[src/rtl/assist_pkg.sv]
// Shared types and constants for the push-button assist-level controller.
`timescale 1ns/1ps
package assist_pkg;

    // Press-classification FSM states.
    typedef enum logic [1:0] {
        IDLE  = 2'd0,
        DEB   = 2'd1,
        PRESS = 2'd2,
        HELD  = 2'd3
    } pb_state_t;

    // Motor assist level, 0 = off, 3 = maximum.
    typedef logic [1:0] assist_t;

    localparam assist_t ASSIST_MAX = 2'd3;

endpackage

[src/rtl/pb_sync.sv]
// Two-flop synchroniser for the raw push-button. Both flops reset to 1 so a
// reset looks like a released button to the downstream FSM.
`timescale 1ns/1ps
module pb_sync (
    input  logic clk,
    input  logic rst,
    input  logic d,
    output logic q
);

    logic meta_p0;

    // Metastability filter: d -> meta_p0 -> q.
    always_ff @(posedge clk or posedge rst) begin
        if (rst) begin
            meta_p0 <= 1'b1;
            q       <= 1'b1;
        end else begin
            meta_p0 <= d;
            q       <= meta_p0;
        end
    end

endmodule

[src/rtl/assist_lvl_ctrl.sv]
// Push-button assist-level controller: synchronises and debounces the raw
// active-low button, classifies presses as short or long, and keeps the
// registered assist level with one-cycle change / long-press pulses.
//
// Build option: define ASSIST_WRAP_EN to let a short press at level 3 wrap
// the level back to 0; otherwise the level saturates at 3.
`timescale 1ns/1ps
module assist_lvl_ctrl
    import assist_pkg::*;
#(
    parameter int DEB_CYC  = 50_000,
    parameter int LONG_CYC = 50_000_000
) (
    input  logic    clk,
    input  logic    rst,
    input  logic    pb,
    output assist_t assist_lvl,
    output logic    lvl_chg,
    output logic    long_press,
    output logic    btn_held
);

    localparam int CNT_W = $clog2(LONG_CYC + 1);

    // Compare against "threshold - 1" so the current sample completes the run.
    localparam logic [CNT_W-1:0] DEB_LAST  = CNT_W'(DEB_CYC - 1);
    localparam logic [CNT_W-1:0] LONG_LAST = CNT_W'(LONG_CYC - 1);
    localparam logic [CNT_W-1:0] CNT_MAX   = CNT_W'(LONG_CYC);
    localparam logic [CNT_W-1:0] CNT_ONE   = CNT_W'(1);

    pb_state_t        state;
    logic [CNT_W-1:0] cnt;
    logic             pb_s;

    // Saturating press counter step; it never wraps past LONG_CYC.
    function automatic logic [CNT_W-1:0] cnt_inc(input logic [CNT_W-1:0] c);
        return (c == CNT_MAX) ? c : c + CNT_ONE;
    endfunction

    // Level reached by a short press from level l.
    function automatic assist_t lvl_step(input assist_t l);
`ifdef ASSIST_WRAP_EN
        return l + 2'd1;
`else
        return (l == ASSIST_MAX) ? l : l + 2'd1;
`endif
    endfunction

    pb_sync u_pb_sync (
        .clk (clk),
        .rst (rst),
        .d   (pb),
        .q   (pb_s)
    );

    // Press FSM, low-sample counter, level register and event pulses.
    always_ff @(posedge clk or posedge rst) begin
        if (rst) begin
            state      <= IDLE;
            cnt        <= '0;
            assist_lvl <= '0;
            lvl_chg    <= 1'b0;
            long_press <= 1'b0;
            btn_held   <= 1'b0;
        end else begin
            lvl_chg    <= 1'b0;
            long_press <= 1'b0;
            case (state)
                IDLE: begin
                    if (!pb_s) begin
                        state <= DEB;
                        cnt   <= CNT_ONE;
                    end
                end
                DEB: begin
                    if (pb_s) begin
                        // Glitch shorter than the debounce window: drop it.
                        state <= IDLE;
                        cnt   <= '0;
                    end else if (cnt == DEB_LAST) begin
                        state    <= PRESS;
                        cnt      <= cnt_inc(cnt);
                        btn_held <= 1'b1;
                    end else begin
                        cnt <= cnt_inc(cnt);
                    end
                end
                PRESS: begin
                    if (pb_s) begin
                        // Short press: step the level (may be a no-op at max).
                        state      <= IDLE;
                        cnt        <= '0;
                        btn_held   <= 1'b0;
                        assist_lvl <= lvl_step(assist_lvl);
                        lvl_chg    <= (lvl_step(assist_lvl) != assist_lvl);
                    end else if (cnt == LONG_LAST) begin
                        // Long press: force assist off while still held.
                        state      <= HELD;
                        cnt        <= cnt_inc(cnt);
                        long_press <= 1'b1;
                        assist_lvl <= '0;
                        lvl_chg    <= (assist_lvl != '0);
                    end else begin
                        cnt <= cnt_inc(cnt);
                    end
                end
                HELD: begin
                    // Release after a long press changes nothing.
                    if (pb_s) begin
                        state    <= IDLE;
                        cnt      <= '0;
                        btn_held <= 1'b0;
                    end
                end
                default: begin
                    state    <= IDLE;
                    cnt      <= '0;
                    btn_held <= 1'b0;
                end
            endcase
        end
    end

endmodule

[config.mk]
export PLATFORM = sky130hd
export DESIGN_NAME = assist_lvl_ctrl
export DESIGN_NICKNAME = d
export VERILOG_FILES = /design/src/rtl/assist_pkg.sv /design/src/rtl/pb_sync.sv /design/src/rtl/assist_lvl_ctrl.sv
export SDC_FILE = /design/constraint.sdc
export NUM_CORES = 1
export LEC_CHECK = 0
export BUFFER_PORTS_ARGS = -buffer_cell sky130_fd_sc_hd__buf_4
export CORE_AREA = 4 4 71 73
export DETAILED_ROUTE_END_ITERATION = 7
export DIE_AREA = 0 0 75 77
export GPL_TIMING_DRIVEN = 0
export HOLD_SLACK_MARGIN = 0.15
export PLACE_DENSITY = 0.68
export SLEW_MARGIN = 40
export SYNTH_ARGS = -nofsm -noshare
export SYNTH_HDL_FRONTEND = slang
export SYNTH_SLANG_ARGS = --single-unit
[constraint.sdc]
create_clock -name clk -period 2.1 [get_ports clk]
set_input_delay 0.63 -clock clk [delete_from_list [all_inputs] [get_ports clk]]
set_output_delay 0.63 -clock clk [all_outputs]
set_load 0.005 [all_outputs]
; Word-level counts from Yosys, hierarchy flattened
; Cells that the tools add are included.
[totals]
reg_bits = 35
input_bits = 3
out_inout_bits = 5
word_cells = 61
[classes]
n_reduce_logical = 10
n_mux = 25
n_addsub = 2
eq_ne = 16
[ops]
columns = op, count
row1 = 26-bit two-way mux, 4
row2 = 26-bit one-hot mux with 3 select lines, 1
row3 = "26-bit equality test, second input constant", 2
row4 = "26-bit by 1-bit adder with 26-bit output, second input constant", 1
row5 = "26-bit by 16-bit equality test with 1-bit output, second input constant", 1
row6 = 2-bit two-way mux, 9
row7 = 1-bit two-way mux, 9
row8 = "3-bit by 2-bit != test with 1-bit output, second input constant", 3
row9 = 2-bit one-hot mux with 4 select lines, 1
row10 = 4-bit AND reduction, 2
row11 = "2-bit equality test, second input constant", 3
row12 = "2-bit != test, second input constant", 3
row13 = 2-bit nonzero test, 3
row14 = "2-bit by 1-bit != test with 1-bit output, second input constant", 2
row15 = 2-bit OR reduction, 2
row16 = 3-bit AND reduction, 1
row17 = "2-bit by 1-bit adder with 2-bit output, second input constant", 1
row18 = "2-bit by 1-bit equality test with 1-bit output, second input constant", 1
row19 = 2-bit logical NOT, 1
row20 = 2-bit != test, 1
row21 = 1-bit one-hot mux with 2 select lines, 1
row22 = 2-bit AND reduction, 1

; Longest topological paths before layout
; Gate-level depths: netlist of run 1.
[depth]
ltp_word = 5
ltp_mapped = 9

; By module
; Synthesis of run 1 repeated with hierarchy kept, for this count alone.
[unflattened]
hier_cells = 257
hier_area_um2 = 2235.9
[by_module_without_submodules]
columns = mod, area_each_um2, cells_each, n_inst
row1 = assist_lvl_ctrl, 2179.6, 254, 1
row2 = pb_sync, 56.3, 3, 1

; Least setup slack after synthesis of run 1
; No wires, ideal clock.
[synth_timing]
path_type = reg-to-reg
from = register cnt[16]
to = register state[0]
setup_time_ps = 77
setup_slack_ps = -173
path_stages_with_launch = 7
period_less_slack_ps = 2273
t_required_ps = 2023
t_arrival_ps = 2195
path_cell_list = dfrtp_1 -> buf_6 -> or4_4 -> nand4b_4 -> o41a_1 -> or4_1 -> a21oi_1
[synth_between]
elab_chain_len = 3
word_cells_on_any_way = 5
cone_classes = eq/ne (4) / reduce/logical (1)
[synth_lines]
columns = element, line
row1 = from (decl), assist_lvl_ctrl.sv:32  ; logic [CNT_W-1:0] cnt;
row2 = from (signal assigned), assist_lvl_ctrl.sv:82  ; cnt <= cnt_inc(cnt);
row3 = from (signal assigned), assist_lvl_ctrl.sv:85  ; cnt <= cnt_inc(cnt);
row4 = from (signal assigned), assist_lvl_ctrl.sv:99  ; cnt <= cnt_inc(cnt);
row5 = 26-bit equality test / 26-bit by 16-bit equality test with 1-bit output (equally long branches), "assist_lvl_ctrl.sv:96, assist_lvl_ctrl.sv:80"
row6 = 3-bit by 2-bit != test with 1-bit output (no source line), -
row7 = 4-bit AND reduction (no source line) *, -
row8 = to (signal assigned), assist_lvl_ctrl.sv:91  ; state <= IDLE;
row9 = to (signal assigned), assist_lvl_ctrl.sv:98  ; state <= HELD;
row10 = to (signal assigned), assist_lvl_ctrl.sv:110  ; state <= IDLE;
row11 = to (decl), assist_lvl_ctrl.sv:31  ; pb_state_t state;
; Every way passes the cells marked *; elsewhere a longest branch is shown, timed or not.
; A chain may end at the register's enable or synchronous reset.

; Final worst setup path of run 1
; Same ends and word-level chain as after synthesis.

==> metrics.txt, run 1 <==
# TYPE chip_impl_metric gauge
chip_impl_info{name="worst_hold_path_type",value="in -> async"} 1
chip_impl_metric{name="required",unit="ps"} 2320
chip_impl_info{name="r2r-end",value="state[0]"} 1
chip_impl_metric{name="yosys.area_share.adder",unit=""} 0.0345
chip_impl_metric{name="fin_skew",unit="ps"} 16.9
chip_impl_metric{name="synth_compound_area_frac",unit=""} 0.219
chip_impl_metric{name="num-nets-final",unit=""} 291
chip_impl_metric{name="critical_path_arrival",unit="ps"} 2450
chip_impl_info{name="startpoint_type",value="flip-flop"} 1
chip_impl_metric{name="fmax",unit="GHz"} 0.448
chip_impl_info{name="critical_path.slowest_cell",value="or4_4"} 1
chip_impl_metric{name="timing.critical_path.fanout_max",unit=""} 3
chip_impl_info{name="crit_type",value="reg -> reg"} 1
chip_impl_metric{name="synthArstFlopShare",unit=""} 1.00
chip_impl_info{name="critical_path.top_delay_family",value="simple AND/OR/NAND/NOR gates"} 1
chip_impl_metric{name="design.core.area",unit="mm2"} 0.00435
chip_impl_metric{name="synthesis.instances",unit=""} 251
chip_impl_metric{name="die_area",unit="mm2"} 0.00578
chip_impl_metric{name="grt.total_usage",unit=""} 0.202
chip_impl_metric{name="drive_above_1_share",unit=""} 0.272
chip_impl_metric{name="ys_ff_latch",unit=""} 35
chip_impl_metric{name="cts_max_level",unit=""} 2
chip_impl_metric{name="nFillCells",unit=""} 353
chip_impl_metric{name="initial_antenna_violation_count",unit=""} 0
chip_impl_metric{name="synth_xor_xnor_area_share",unit=""} 0
chip_impl_info{name="tritoncts",value="done"} 1
chip_impl_metric{name="timing.final.setup_violations",unit=""} 6
chip_impl_metric{name="quantity_of_i_o_buffers_inserted_on_ports",unit=""} 7
chip_impl_metric{name="syn-num-nets",unit=""} 260
chip_impl_info{name="synth_top_family_by_area",value="simple AND/OR/NAND/NOR gates"} 1
chip_impl_metric{name="detailed_place_hpwl",unit="um"} 3680
chip_impl_metric{name="clock_slew_seen_by_the_registers_of_the_worst_setup_and_hold_paths",unit="ps"} 80
chip_impl_metric{name="netlist_area",unit="mm2"} 0.00218
chip_impl_metric{name="fin_total_pwr",unit="W"} 0.00232
chip_impl_metric{name="via_count",unit=""} 2126
chip_impl_metric{name="grt_start_max_net_pins",unit=""} 36
chip_impl_metric{name="post-route-drc-count",unit=""} 0
chip_impl_metric{name="insertion_delay",unit="ps"} 300
chip_impl_metric{name="post-route-period-util",unit=""} 1.06
chip_impl_metric{name="grt_overflow_total",unit=""} 0
chip_impl_metric{name="initial_utilization",unit=""} 0.500
chip_impl_metric{name="totalNegativeSetupSlack",unit="ps"} -428
chip_impl_metric{name="cap_viol_max_count",unit=""} 0
chip_impl_metric{name="power.ir.vdd_worst",unit="V"} 0.000545
chip_impl_metric{name="synth.yosys.seq_area_share",unit=""} 0.403
chip_impl_info{name="synth.top_cells.by_count",value="o21ai_0, dfrtp_1, nand2_1"} 1
chip_impl_metric{name="wire_length_of_the_first_global_routing_pass",unit="um"} 9190
chip_impl_metric{name="synthDistinctLibCells",unit=""} 48
chip_impl_metric{name="via_count_of_the_first_global_routing_pass",unit=""} 1870
chip_impl_info{name="path_common_cell",value="or4_4"} 1
chip_impl_metric{name="floorplan.die.height",unit="um"} 77
chip_impl_info{name="cp_cell_sequence",value="or4_4 > nand4b_4 > o41a_1 > or4_4 > a21oi_2"} 1
chip_impl_metric{name="finalWorstPathRequiredPeriod",unit="ps"} 2230
chip_impl_metric{name="core.rowCount",unit=""} 24
chip_impl_metric{name="wl_per_cell",unit="um"} 17.5
chip_impl_metric{name="inserted_diodes",unit=""} 0
chip_impl_metric{name="num_io_pins",unit=""} 8
chip_impl_metric{name="synth-edff-count",unit=""} 0
chip_impl_metric{name="totalWireLength",unit="um"} 5880
chip_impl_info{name="outcome",value="finished with violations"} 1
chip_impl_metric{name="critPathMaxStageDelay",unit="ps"} 540
chip_impl_metric{name="timing.reg2reg.worst_path_depth",unit=""} 5
chip_impl_metric{name="ys_warn_count",unit=""} 0
chip_impl_metric{name="power_leakage",unit="nW"} 1.12
chip_impl_metric{name="post-route-worst-setup-slack",unit="ps"} -130
chip_impl_metric{name="cts-buffers-inserted",unit=""} 5
chip_impl_info{name="failed_checks",value="negative setup slack"} 1
chip_impl_metric{name="initialDrtViolationCount",unit=""} 220
chip_impl_metric{name="post_synth_and_or_nand_nor_area_fraction",unit=""} 0.271
chip_impl_metric{name="cp_num_buf_inv",unit=""} 0
chip_impl_info{name="clock_tree.root_cell",value="clkbuf_8"} 1
chip_impl_metric{name="worstMarginPinSlew",unit="ps"} 691
chip_impl_metric{name="cts.sink_count",unit=""} 35
chip_impl_metric{name="post_synth_mux_area_share",unit=""} 0.00977
chip_impl_metric{name="layout-area-overhead-vs-synth",unit="%"} 26.5
chip_impl_metric{name="cts_max_path_buffers",unit=""} 2
chip_impl_metric{name="avgSynthCellArea",unit="um2"} 8.67
chip_impl_info{name="crit_path_end_kind",value="flip-flop"} 1
chip_impl_metric{name="drt-vias-per-instance",unit=""} 6.35
chip_impl_metric{name="proportion_of_netlist_area_held_by_the_largest_area_contributor",unit=""} 0.379
chip_impl_metric{name="slew_viol_final",unit=""} 0
chip_impl_metric{name="globalplace.congestion",unit=""} 0.854
chip_impl_info{name="post_synth_main_area_contributors",value="dfrtp_1, o21ai_0, nand2_1, ha_1, nand4_1"} 1
chip_impl_info{name="grt_setup_unrepaired",value="yes"} 1
chip_impl_metric{name="drt_pre_antenna_iters",unit=""} 4
chip_impl_info{name="synth.most_common_cell",value="o21ai_0"} 1
chip_impl_info{name="synthFlopType",value="dfrtp_1"} 1
chip_impl_metric{name="hold_viol_final",unit=""} 0
chip_impl_metric{name="worst_slew_margin_rel",unit=""} 0.538
chip_impl_metric{name="timing.reg2reg.setup_slack",unit="ps"} -130
chip_impl_metric{name="dieWidth",unit="um"} 75
chip_impl_metric{name="detail-route-antenna-nets",unit=""} 0
chip_impl_metric{name="power-per-cell-area",unit="mW/mm2"} 842
chip_impl_info{name="rr_startpoint",value="cnt[16]"} 1
chip_impl_info{name="netlist.top_cell.by_area",value="dfrtp_1"} 1
chip_impl_metric{name="postCtsHoldBufs",unit=""} 0
worst max-delay path by stage:
stage / cells after the start / slack, ps / endpoint / startpoint
6_report: 5 / -130 / state[0] / cnt[16]
5_1_grt: 5 / -180 / state[0] / cnt[16]
4_1_cts: 5 / -130 / state[0] / cnt[16]
3_5_place_dp: 8 / -470 / cnt[17] / cnt[16]
3_3_place_gp: 8 / -430 / cnt[21] / cnt[16]
2_1_floorplan: 8 / -80 / cnt[11] / cnt[16]
worst reg2reg max path, stage by stage (launching register included):
cell	delay, ps
dfrtp_2	420
or4_4	540
nand4b_4	190
o41a_1	370
or4_4	490
a21oi_2	150
flip-flops by register name, indices dropped and copies added (netlist names):
signal	cells
cnt	26
lvl_chg	1
state	2
long_press	1
u_pb_sync.meta_p0	1
assist_lvl	2
u_pb_sync.q	1
btn_held	1
cells in the final DEF (no fill, tap or decap), types with 4 or more instances in the layout:
master / n
nand3_1: 10
nand4_1: 11
a31oi_1: 9
nand2_1: 23
a21oi_1: 8
buf_4: 24
o21ai_1: 6
dfrtp_1: 31
or4_4: 4
o21ai_0: 31
inv_1: 9
ha_1: 5
clkbuf_8: 6
nor2_1: 18
nor4_1: 5
o31ai_1: 4
buf_6: 6
per-stage QoR:
stage	hold WS, ps	cell area (um2)	instances	setup slack, ps	util
detailed placement	351	2290	310	-468	0.527
finish	366	2750	335	-130	0.632
floorplan	345	2180	251	-76.3	-
CTS	362	2550	324	-127	0.586
global placement	345	2290	310	-430	0.527
global route	372	2750	335	-183	0.632
power by group:
part	switching (W)	internal, W
combinational	0.000523	0.000412
clock	0.000266	0.000353
sequential	0.0000445	0.000719
logic make-up (layout without fill, tap and decap cells):
family | after synthesis | after routing
buffers and inverters | 26 | 58
AO/OA/AOI/OAI | 78 | 78
adder cells (fa/ha/maj) | 6 | 6
flip-flops | 35 | 35
AND/OR/NAND/NOR | 104 | 104
multiplexers | 2 | 2
per-layer routing:
metal	global-route usage	vias up	wire length (um)
met4	0.0765	0	109
met1	0.306	1029	2760
met5	0	-	0
met2	0.285	68	2650
li1	-	1017	-
met3	0.0327	12	357
cell type report:
cell class,instances,area (um2),share of cell area
Multi-Input combinational cell,190,1330,0.482
Sequential cell,35,881,0.320
Timing Repair Buffer,26,215,0.0781
Buffer,14,115,0.0418
Clock buffer,5,68.8,0.0250
Tap cell,52,65.1,0.0236
Clock inverter,3,43.8,0.0159
Inverter,10,38.8,0.0141
what timing repair did:
item | CTS | global route
cloned | 0 | 1
endpoints found under the setup margin | 31 | 27
pin swaps | 2 | 7
resized for setup | 22 | 36
buffers inserted | 8 | 10
Note: power is estimated with default switching activity, not from simulation.
==> run 2: changes to the inputs <==
--- a/config.mk
+++ b/config.mk
@@ -6,12 +6,12 @@
 export NUM_CORES = 1
 export LEC_CHECK = 0
 export BUFFER_PORTS_ARGS = -buffer_cell sky130_fd_sc_hd__buf_4
-export CORE_AREA = 4 4 71 73
+export CORE_AREA = 4 4 68 70
 export DETAILED_ROUTE_END_ITERATION = 7
-export DIE_AREA = 0 0 75 77
+export DIE_AREA = 0 0 72 74
 export GPL_TIMING_DRIVEN = 0
 export HOLD_SLACK_MARGIN = 0.15
-export PLACE_DENSITY = 0.68
+export PLACE_DENSITY = 0.74
 export SLEW_MARGIN = 40
 export SYNTH_ARGS = -nofsm -noshare
 export SYNTH_HDL_FRONTEND = slang
==> run 2 against run 1 <==
The run still ends with negative setup slack left. Register-to-register slack got worse by 90 ps. Design area about the same. Critical path depth unchanged. Clock skew decreased by 6.2 ps. Highest routed layer unchanged.
==> metrics.txt, run 2 (synthesized netlist as in run 1, its figures left out) <==
# TYPE chip_impl_metric gauge
chip_impl_metric{name="timing.critical_path.fanout_max",unit=""} 4
chip_impl_metric{name="detailed_place_hpwl",unit="um"} 3590
chip_impl_info{name="crit_type",value="reg -> reg"} 1
chip_impl_metric{name="grt.total_usage",unit=""} 0.221
chip_impl_metric{name="initialDrtViolationCount",unit=""} 342
chip_impl_metric{name="globalplace.congestion",unit=""} 0.851
chip_impl_info{name="crit_path_end_kind",value="flip-flop"} 1
chip_impl_metric{name="detail_route.wirelength.met1",unit="um"} 2660
chip_impl_info{name="rr_startpoint",value="cnt[11]"} 1
chip_impl_metric{name="detail-route-antenna-nets",unit=""} 0
chip_impl_metric{name="hold_viol_final",unit=""} 0
chip_impl_metric{name="cts-buffers-inserted",unit=""} 5
chip_impl_metric{name="slew_viol_final",unit=""} 0
chip_impl_metric{name="floorplan.die.height",unit="um"} 74
chip_impl_info{name="largest-register",value="cnt"} 1
chip_impl_info{name="layout.cells.most_common_list",value="dfrtp_1, nand2_1, buf_4"} 1
chip_impl_metric{name="met2_wl_post_dr",unit="um"} 2960
chip_impl_metric{name="fin_skew",unit="ps"} 10.8
chip_impl_metric{name="power.ir.vdd_worst",unit="V"} 0.000579
chip_impl_metric{name="finalWorstPathRequiredPeriod",unit="ps"} 2320
chip_impl_metric{name="post-route-drc-count",unit=""} 0
chip_impl_metric{name="required",unit="ps"} 2320
chip_impl_metric{name="post-route-period-util",unit=""} 1.11
chip_impl_metric{name="timing.reg2reg.setup_slack",unit="ps"} -220
chip_impl_metric{name="met3WireLength",unit="um"} 465
chip_impl_metric{name="initial_antenna_violation_count",unit=""} 0
chip_impl_info{name="reg.largest.list",value="cnt x26, assist_lvl x2, state x2"} 1
chip_impl_info{name="layout_commonest_cell",value="dfrtp_1"} 1
chip_impl_metric{name="fmax",unit="GHz"} 0.430
chip_impl_info{name="hold_path.startpoint",value="u_pb_sync.meta_p0"} 1
chip_impl_metric{name="worst_slew_margin_rel",unit=""} 0.529
chip_impl_metric{name="initial_utilization",unit=""} 0.548
chip_impl_metric{name="power-per-cell-area",unit="mW/mm2"} 837
chip_impl_info{name="failed_checks",value="negative setup slack"} 1
chip_impl_metric{name="grt_overflow_total",unit=""} 0
chip_impl_metric{name="drive_above_1_share",unit=""} 0.263
chip_impl_metric{name="cts_max_level",unit=""} 2
chip_impl_metric{name="totalWireLength",unit="um"} 6230
chip_impl_metric{name="power_switching",unit="W"} 0.000866
chip_impl_metric{name="p_comb_frac",unit=""} 0.454
chip_impl_metric{name="cap_viol_max_count",unit=""} 0
chip_impl_metric{name="cts_max_path_buffers",unit=""} 2
chip_impl_info{name="grt_setup_unrepaired",value="yes"} 1
chip_impl_metric{name="die_area",unit="mm2"} 0.00533
chip_impl_metric{name="wire_length_of_the_first_global_routing_pass",unit="um"} 9140
chip_impl_metric{name="largest_reg_flops",unit=""} 26
chip_impl_metric{name="core.rowCount",unit=""} 23
chip_impl_info{name="min_to",value="u_pb_sync.q"} 1
chip_impl_metric{name="post-route-worst-setup-slack",unit="ps"} -223
chip_impl_info{name="critical_path.top_delay_family",value="simple AND/OR/NAND/NOR gates"} 1
chip_impl_metric{name="dieWidth",unit="um"} 72
chip_impl_metric{name="clock_slew_seen_by_the_registers_of_the_worst_setup_and_hold_paths",unit="ps"} 80
chip_impl_info{name="clock_tree.root_cell",value="clkbuf_8"} 1
chip_impl_info{name="top_signal_layer_used",value="met4"} 1
chip_impl_metric{name="cp_num_buf_inv",unit=""} 0
chip_impl_metric{name="critPathMaxStageDelay",unit="ps"} 550
chip_impl_metric{name="switching_share",unit=""} 0.375
chip_impl_metric{name="drt-vias-per-instance",unit=""} 6.63
chip_impl_metric{name="drt_pre_antenna_iters",unit=""} 5
chip_impl_metric{name="postCtsHoldBufs",unit=""} 0
chip_impl_info{name="tritoncts",value="done"} 1
chip_impl_metric{name="wl_per_cell",unit="um"} 18.6
chip_impl_metric{name="postLayoutCellArea",unit="mm2"} 0.00276
chip_impl_metric{name="timing.final.setup_violations",unit=""} 31
chip_impl_metric{name="inserted_diodes",unit=""} 0
chip_impl_metric{name="nFillCells",unit=""} 292
chip_impl_metric{name="via_count_of_the_first_global_routing_pass",unit=""} 1816
chip_impl_metric{name="dp_worst_setup_slack",unit="ps"} -435
chip_impl_metric{name="power_leakage",unit="nW"} 1.12
chip_impl_metric{name="internal-power",unit="W"} 0.00144
chip_impl_metric{name="critical_path_arrival",unit="ps"} 2540
chip_impl_metric{name="num-nets-final",unit=""} 293
chip_impl_metric{name="hold-worst-slack",unit="ps"} 363
chip_impl_metric{name="worstMarginPinSlew",unit="ps"} 706
chip_impl_info{name="cp_cell_sequence",value="or4_4 > nand4b_4 > o41a_1 > or4_4 > a21oi_2"} 1
chip_impl_info{name="outcome",value="finished with violations"} 1
chip_impl_metric{name="fin_total_pwr",unit="W"} 0.00231
chip_impl_info{name="worst_hold_path_type",value="reg -> reg"} 1
chip_impl_metric{name="cts.sink_count",unit=""} 35
chip_impl_metric{name="grt_start_max_net_pins",unit=""} 36
chip_impl_metric{name="layout-area-overhead-vs-synth",unit="%"} 26.6
chip_impl_metric{name="proportion_of_power_drawn_by_flip_flops_and_latches",unit=""} 0.333
chip_impl_metric{name="placed_area",unit="mm2"} 0.00229
chip_impl_metric{name="via_count",unit=""} 2222
chip_impl_metric{name="quantity_of_i_o_buffers_inserted_on_ports",unit=""} 7
chip_impl_info{name="r2r-end",value="state[0]"} 1
chip_impl_metric{name="worstHoldPathCells",unit=""} 0
chip_impl_info{name="startpoint_type",value="flip-flop"} 1
chip_impl_info{name="path_common_cell",value="or4_4"} 1
chip_impl_metric{name="insertion_delay",unit="ps"} 300
chip_impl_info{name="critical_path.slowest_cell",value="or4_4"} 1
chip_impl_metric{name="design.core.area",unit="mm2"} 0.00397
chip_impl_metric{name="timing.reg2reg.worst_path_depth",unit=""} 5
chip_impl_metric{name="share_clk_of_total_power",unit=""} 0.213
chip_impl_metric{name="num_io_pins",unit=""} 8
## run 2: changes by cell type in the layout (fill, tap and decap cells not counted), sizes merged
| cell | change |
|---|---|
| clkinv | -1 |
| bufinv | -1 |
| clkinvlp | +1 |
| clkbuf | +3 |
## run 2: cell type report
class	count	area, um2	share of cell area
buffer	13	116	0.0422
sequential	35	878	0.319
tap	50	62.6	0.0227
clock inverter	2	12.5	0.00454
inverter	10	38.8	0.0141
clock buffer	6	72.6	0.0263
multi-input combinational	190	1310	0.475
timing repair buffer	29	267	0.0967
## run 2: worst max path at each step
stage               end  slack (ps)  startpoint  cells after the start
2_1_floorplan   cnt[11]         -80     cnt[16]                      8
3_3_place_gp    cnt[21]        -420     cnt[16]                      8
3_5_place_dp    cnt[22]        -440     cnt[16]                      8
4_1_cts        state[0]        -180     cnt[16]                      8
5_1_grt        state[0]        -260     cnt[11]                      5
6_report       state[0]        -220     cnt[11]                      5
## run 2: routing by layer
layer  GRT usage  vias to the layer above
li1            -                     1022
met1       0.317                     1069
met2       0.326                      108
met3      0.0459                       23
met4      0.0919                        0
met5           0                        -
## run 2: worst register-to-register path, cell delays in order, from the launching register on
cell and delay [ps]:
dfrtp_1 400, or4_4 550, nand4b_4 190, o41a_1 440, or4_4 500, a21oi_2 160
## run 2: power groups by stage
stage	sequential [W]	combinational (W)	clock, W
finish	0.000768	0.00105	0.000491
global route	0.000775	0.00112	0.000528
CTS	0.000762	0.000827	0.000506
detailed placement	0.000779	0.000653	0
global placement	0.000777	0.000643	0
floorplan	0.000769	0.000486	0
## run 2: per-stage QoR
step	utilization	TNS, ps	cells
finish	0.694	-3010	335
global route	0.694	-4110	335
CTS	0.642	-1430	325
detailed placement	0.577	-9990	308
global placement	0.577	-9520	308
floorplan	-	-940	251
## run 2: timing repair
item,4_1_cts,5_1_grt
buffers inserted,10,10
resized for setup,21,42
endpoints found under the setup margin,30,32
pin swaps,5,9
gates cloned,0,2
==> run 3: changes to the inputs <==
--- a/config.mk
+++ b/config.mk
@@ -6,12 +6,13 @@
 export NUM_CORES = 1
 export LEC_CHECK = 0
 export BUFFER_PORTS_ARGS = -buffer_cell sky130_fd_sc_hd__buf_4
-export CORE_AREA = 4 4 68 70
+export CORE_AREA = 4 4 66 68
 export DETAILED_ROUTE_END_ITERATION = 7
-export DIE_AREA = 0 0 72 74
+export DIE_AREA = 0 0 70 72
 export GPL_TIMING_DRIVEN = 0
-export HOLD_SLACK_MARGIN = 0.15
-export PLACE_DENSITY = 0.74
+export HOLD_SLACK_MARGIN = 0.03
+export MAX_ROUTING_LAYER = met4
+export PLACE_DENSITY = 0.75
 export SLEW_MARGIN = 40
 export SYNTH_ARGS = -nofsm -noshare
 export SYNTH_HDL_FRONTEND = slang
==> constraint.sdc (replaced) <==
create_clock -name clk -period 2.3 [get_ports clk]
set_input_delay 0.69 -clock clk [delete_from_list [all_inputs] [get_ports clk]]
set_output_delay 0.69 -clock clk [all_outputs]
set_load 0.005 [all_outputs]
==> run 3 against run 2 <==
The run still ends with negative setup slack left. Sequential power shrank 8.5%. Non-clock buffer count shrank 7. Design area shrank 6.4%. Sequential share of layout area grew 2.2 points. Cell count shrank 2.1%. Hold slack lost 4.7 ps.
==> metrics.txt, run 3 (synthesized netlist as in run 1, its figures left out) <==
# TYPE chip_impl_metric gauge
chip_impl_metric{name="floorplan.die.height",unit="um"} 72
chip_impl_metric{name="slew_viol_final",unit=""} 0
chip_impl_info{name="crit_path_end_kind",value="flip-flop"} 1
chip_impl_info{name="clock_tree.root_cell",value="clkbuf_8"} 1
chip_impl_info{name="layout_commonest_cell",value="o21ai_0"} 1
chip_impl_metric{name="largest_reg_flops",unit=""} 26
chip_impl_metric{name="critical_path_arrival",unit="ps"} 2570
chip_impl_metric{name="post-route-drc-count",unit=""} 0
chip_impl_metric{name="timing.critical_path.fanout_max",unit=""} 8
chip_impl_info{name="reg.largest.list",value="cnt x26, assist_lvl x2, state x2"} 1
chip_impl_metric{name="grt.total_usage",unit=""} 0.237
chip_impl_metric{name="drt_pre_antenna_iters",unit=""} 5
chip_impl_metric{name="grt_start_max_net_pins",unit=""} 36
chip_impl_metric{name="critPathMaxStageDelay",unit="ps"} 500
chip_impl_metric{name="finalWorstPathRequiredPeriod",unit="ps"} 2350
chip_impl_metric{name="die_area",unit="mm2"} 0.00504
chip_impl_info{name="startpoint_type",value="flip-flop"} 1
chip_impl_info{name="worst_hold_path_type",value="reg -> reg"} 1
chip_impl_info{name="outcome",value="finished with violations"} 1
chip_impl_metric{name="num-nets-final",unit=""} 286
chip_impl_metric{name="worstMarginPinSlew",unit="ps"} 716
chip_impl_metric{name="hold_viol_final",unit=""} 0
chip_impl_info{name="layout.cells.most_common_list",value="o21ai_0, dfrtp_1, nand2_1, buf_4, nor2_1"} 1
chip_impl_metric{name="totalNegativeSetupSlack",unit="ps"} -52.8
chip_impl_metric{name="power_leakage",unit="nW"} 1.06
chip_impl_info{name="critical_path.slowest_cell",value="or4_1"} 1
chip_impl_info{name="crit_type",value="reg -> reg"} 1
chip_impl_metric{name="postCtsHoldBufs",unit=""} 0
chip_impl_metric{name="dieWidth",unit="um"} 70
chip_impl_metric{name="cap_viol_max_count",unit=""} 0
chip_impl_metric{name="layout-area-overhead-vs-synth",unit="%"} 18.6
chip_impl_info{name="largest-register",value="cnt"} 1
chip_impl_metric{name="initialDrtViolationCount",unit=""} 246
chip_impl_metric{name="timing.reg2reg.setup_slack",unit="ps"} -50
chip_impl_metric{name="inserted_diodes",unit=""} 0
chip_impl_metric{name="cts-buffers-inserted",unit=""} 5
chip_impl_metric{name="worst_slew_margin_rel",unit=""} 0.522
chip_impl_info{name="tritoncts",value="done"} 1
chip_impl_metric{name="core.rowCount",unit=""} 23
chip_impl_metric{name="placed_cells_incl_taps",unit=""} 308
chip_impl_metric{name="cts.sink_count",unit=""} 35
chip_impl_metric{name="totalWireLength",unit="um"} 5550
chip_impl_info{name="failed_checks",value="negative setup slack"} 1
chip_impl_metric{name="post-route-worst-setup-slack",unit="ps"} -52.8
chip_impl_metric{name="fmax",unit="GHz"} 0.425
chip_impl_metric{name="fin_skew",unit="ps"} 5.58
chip_impl_info{name="grt_setup_unrepaired",value="yes"} 1
chip_impl_metric{name="cp_num_buf_inv",unit=""} 1
chip_impl_metric{name="initial_antenna_violation_count",unit=""} 0
chip_impl_metric{name="post_route_non_filler_standard_cell_count",unit=""} 328
chip_impl_metric{name="initial_utilization",unit=""} 0.565
chip_impl_metric{name="clock_slew_seen_by_the_registers_of_the_worst_setup_and_hold_paths",unit="ps"} 70
chip_impl_metric{name="globalplace.congestion",unit=""} 0.883
chip_impl_info{name="cp_cell_sequence",value="clkbuf_1 > nor4b_1 > nand2_1 > o41a_1 > or4_1 > a21oi_2"} 1
chip_impl_metric{name="via_count",unit=""} 2122
chip_impl_metric{name="drt-vias-per-instance",unit=""} 6.47
chip_impl_metric{name="via_count_of_the_first_global_routing_pass",unit=""} 1885
chip_impl_metric{name="quantity_of_i_o_buffers_inserted_on_ports",unit=""} 7
chip_impl_metric{name="timing.final.setup_violations",unit=""} 1
chip_impl_metric{name="detail-route-antenna-nets",unit=""} 0
chip_impl_metric{name="num_io_pins",unit=""} 8
chip_impl_metric{name="required",unit="ps"} 2520
chip_impl_info{name="critical_path.top_delay_family",value="simple AND/OR/NAND/NOR gates"} 1
chip_impl_metric{name="power.ir.vdd_worst",unit="V"} 0.000455
chip_impl_metric{name="post-route-period-util",unit=""} 1.02
chip_impl_metric{name="cts_max_path_buffers",unit=""} 2
chip_impl_metric{name="power-per-cell-area",unit="mW/mm2"} 772
chip_impl_metric{name="insertion_delay",unit="ps"} 290
chip_impl_metric{name="design.core.area",unit="mm2"} 0.00386
chip_impl_metric{name="wire_length_of_the_first_global_routing_pass",unit="um"} 9300
chip_impl_metric{name="grt_overflow_total",unit=""} 0
chip_impl_metric{name="detailed_place_hpwl",unit="um"} 3640
chip_impl_metric{name="wl_per_cell",unit="um"} 16.9
chip_impl_metric{name="drive_above_1_share",unit=""} 0.212
chip_impl_metric{name="cts_max_level",unit=""} 2
-- run 3: path summary, 6_finish.rpt --
kind                       cells past startpoint           to               from
max                                            6     state[0]            cnt[21]
min                                            0  u_pb_sync.q  u_pb_sync.meta_p0
max reg2reg                                    6     state[0]            cnt[21]
min reg2reg                                    0  u_pb_sync.q  u_pb_sync.meta_p0
max in group asynchronous                      2      cnt[20]                rst
min in group asynchronous                      2      cnt[15]                rst
-- run 3: metal layers --
metal | vias up | share of wire | global-route usage
li1 | 1003 | - | -
met3 | 17 | 0.072 | 0.0291
met5 | - | 0 | -
met4 | 0 | 0.030 | 0.0979
met2 | 91 | 0.45 | 0.352
met1 | 1011 | 0.45 | 0.333
-- run 3: through the flow --
stage          worst slack [ps]  total power, W  hold slack, ps  instance area, um2  utilization
6_report                  -52.8         0.00199             358                2580        0.669
5_1_grt                   -59.1         0.00211             365                2580        0.669
4_1_cts                   -41.0         0.00190             360                2450        0.636
3_5_place_dp               -263         0.00131             349                2290        0.594
3_3_place_gp               -225         0.00129             345                2290        0.594
2_1_floorplan              27.5         0.00115             345                2180            -
-- run 3: cell type report --
cell class,instances,area [um2]
Fill cell,326,1270
Clock inverter,2,35.0
Multi-Input combinational cell,190,1240
Tap cell,50,62.6
Buffer,16,106
Inverter,10,37.5
Timing Repair Buffer,19,143
Clock buffer,6,82.6
Sequential cell,35,878
-- run 3: where the power goes --
group	switching, W	internal, W
clock	0.000229	0.000351
combinational	0.000415	0.000295
sequential	0.0000467	0.000657
-- run 3: worst register-to-register path, delay by kind of cell, from the launching register on --
kind            cells  cell delay (ps)
compound gates      2              590
simple gates        3             1120
buf+inv             1              200
flops               1              360
-- run 3: timing repair --
action / CTS / global route
buffers inserted: 3 / 9
pin swaps: 2 / 2
resized for setup: 4 / 16
setup endpoints to repair: 27 / 25
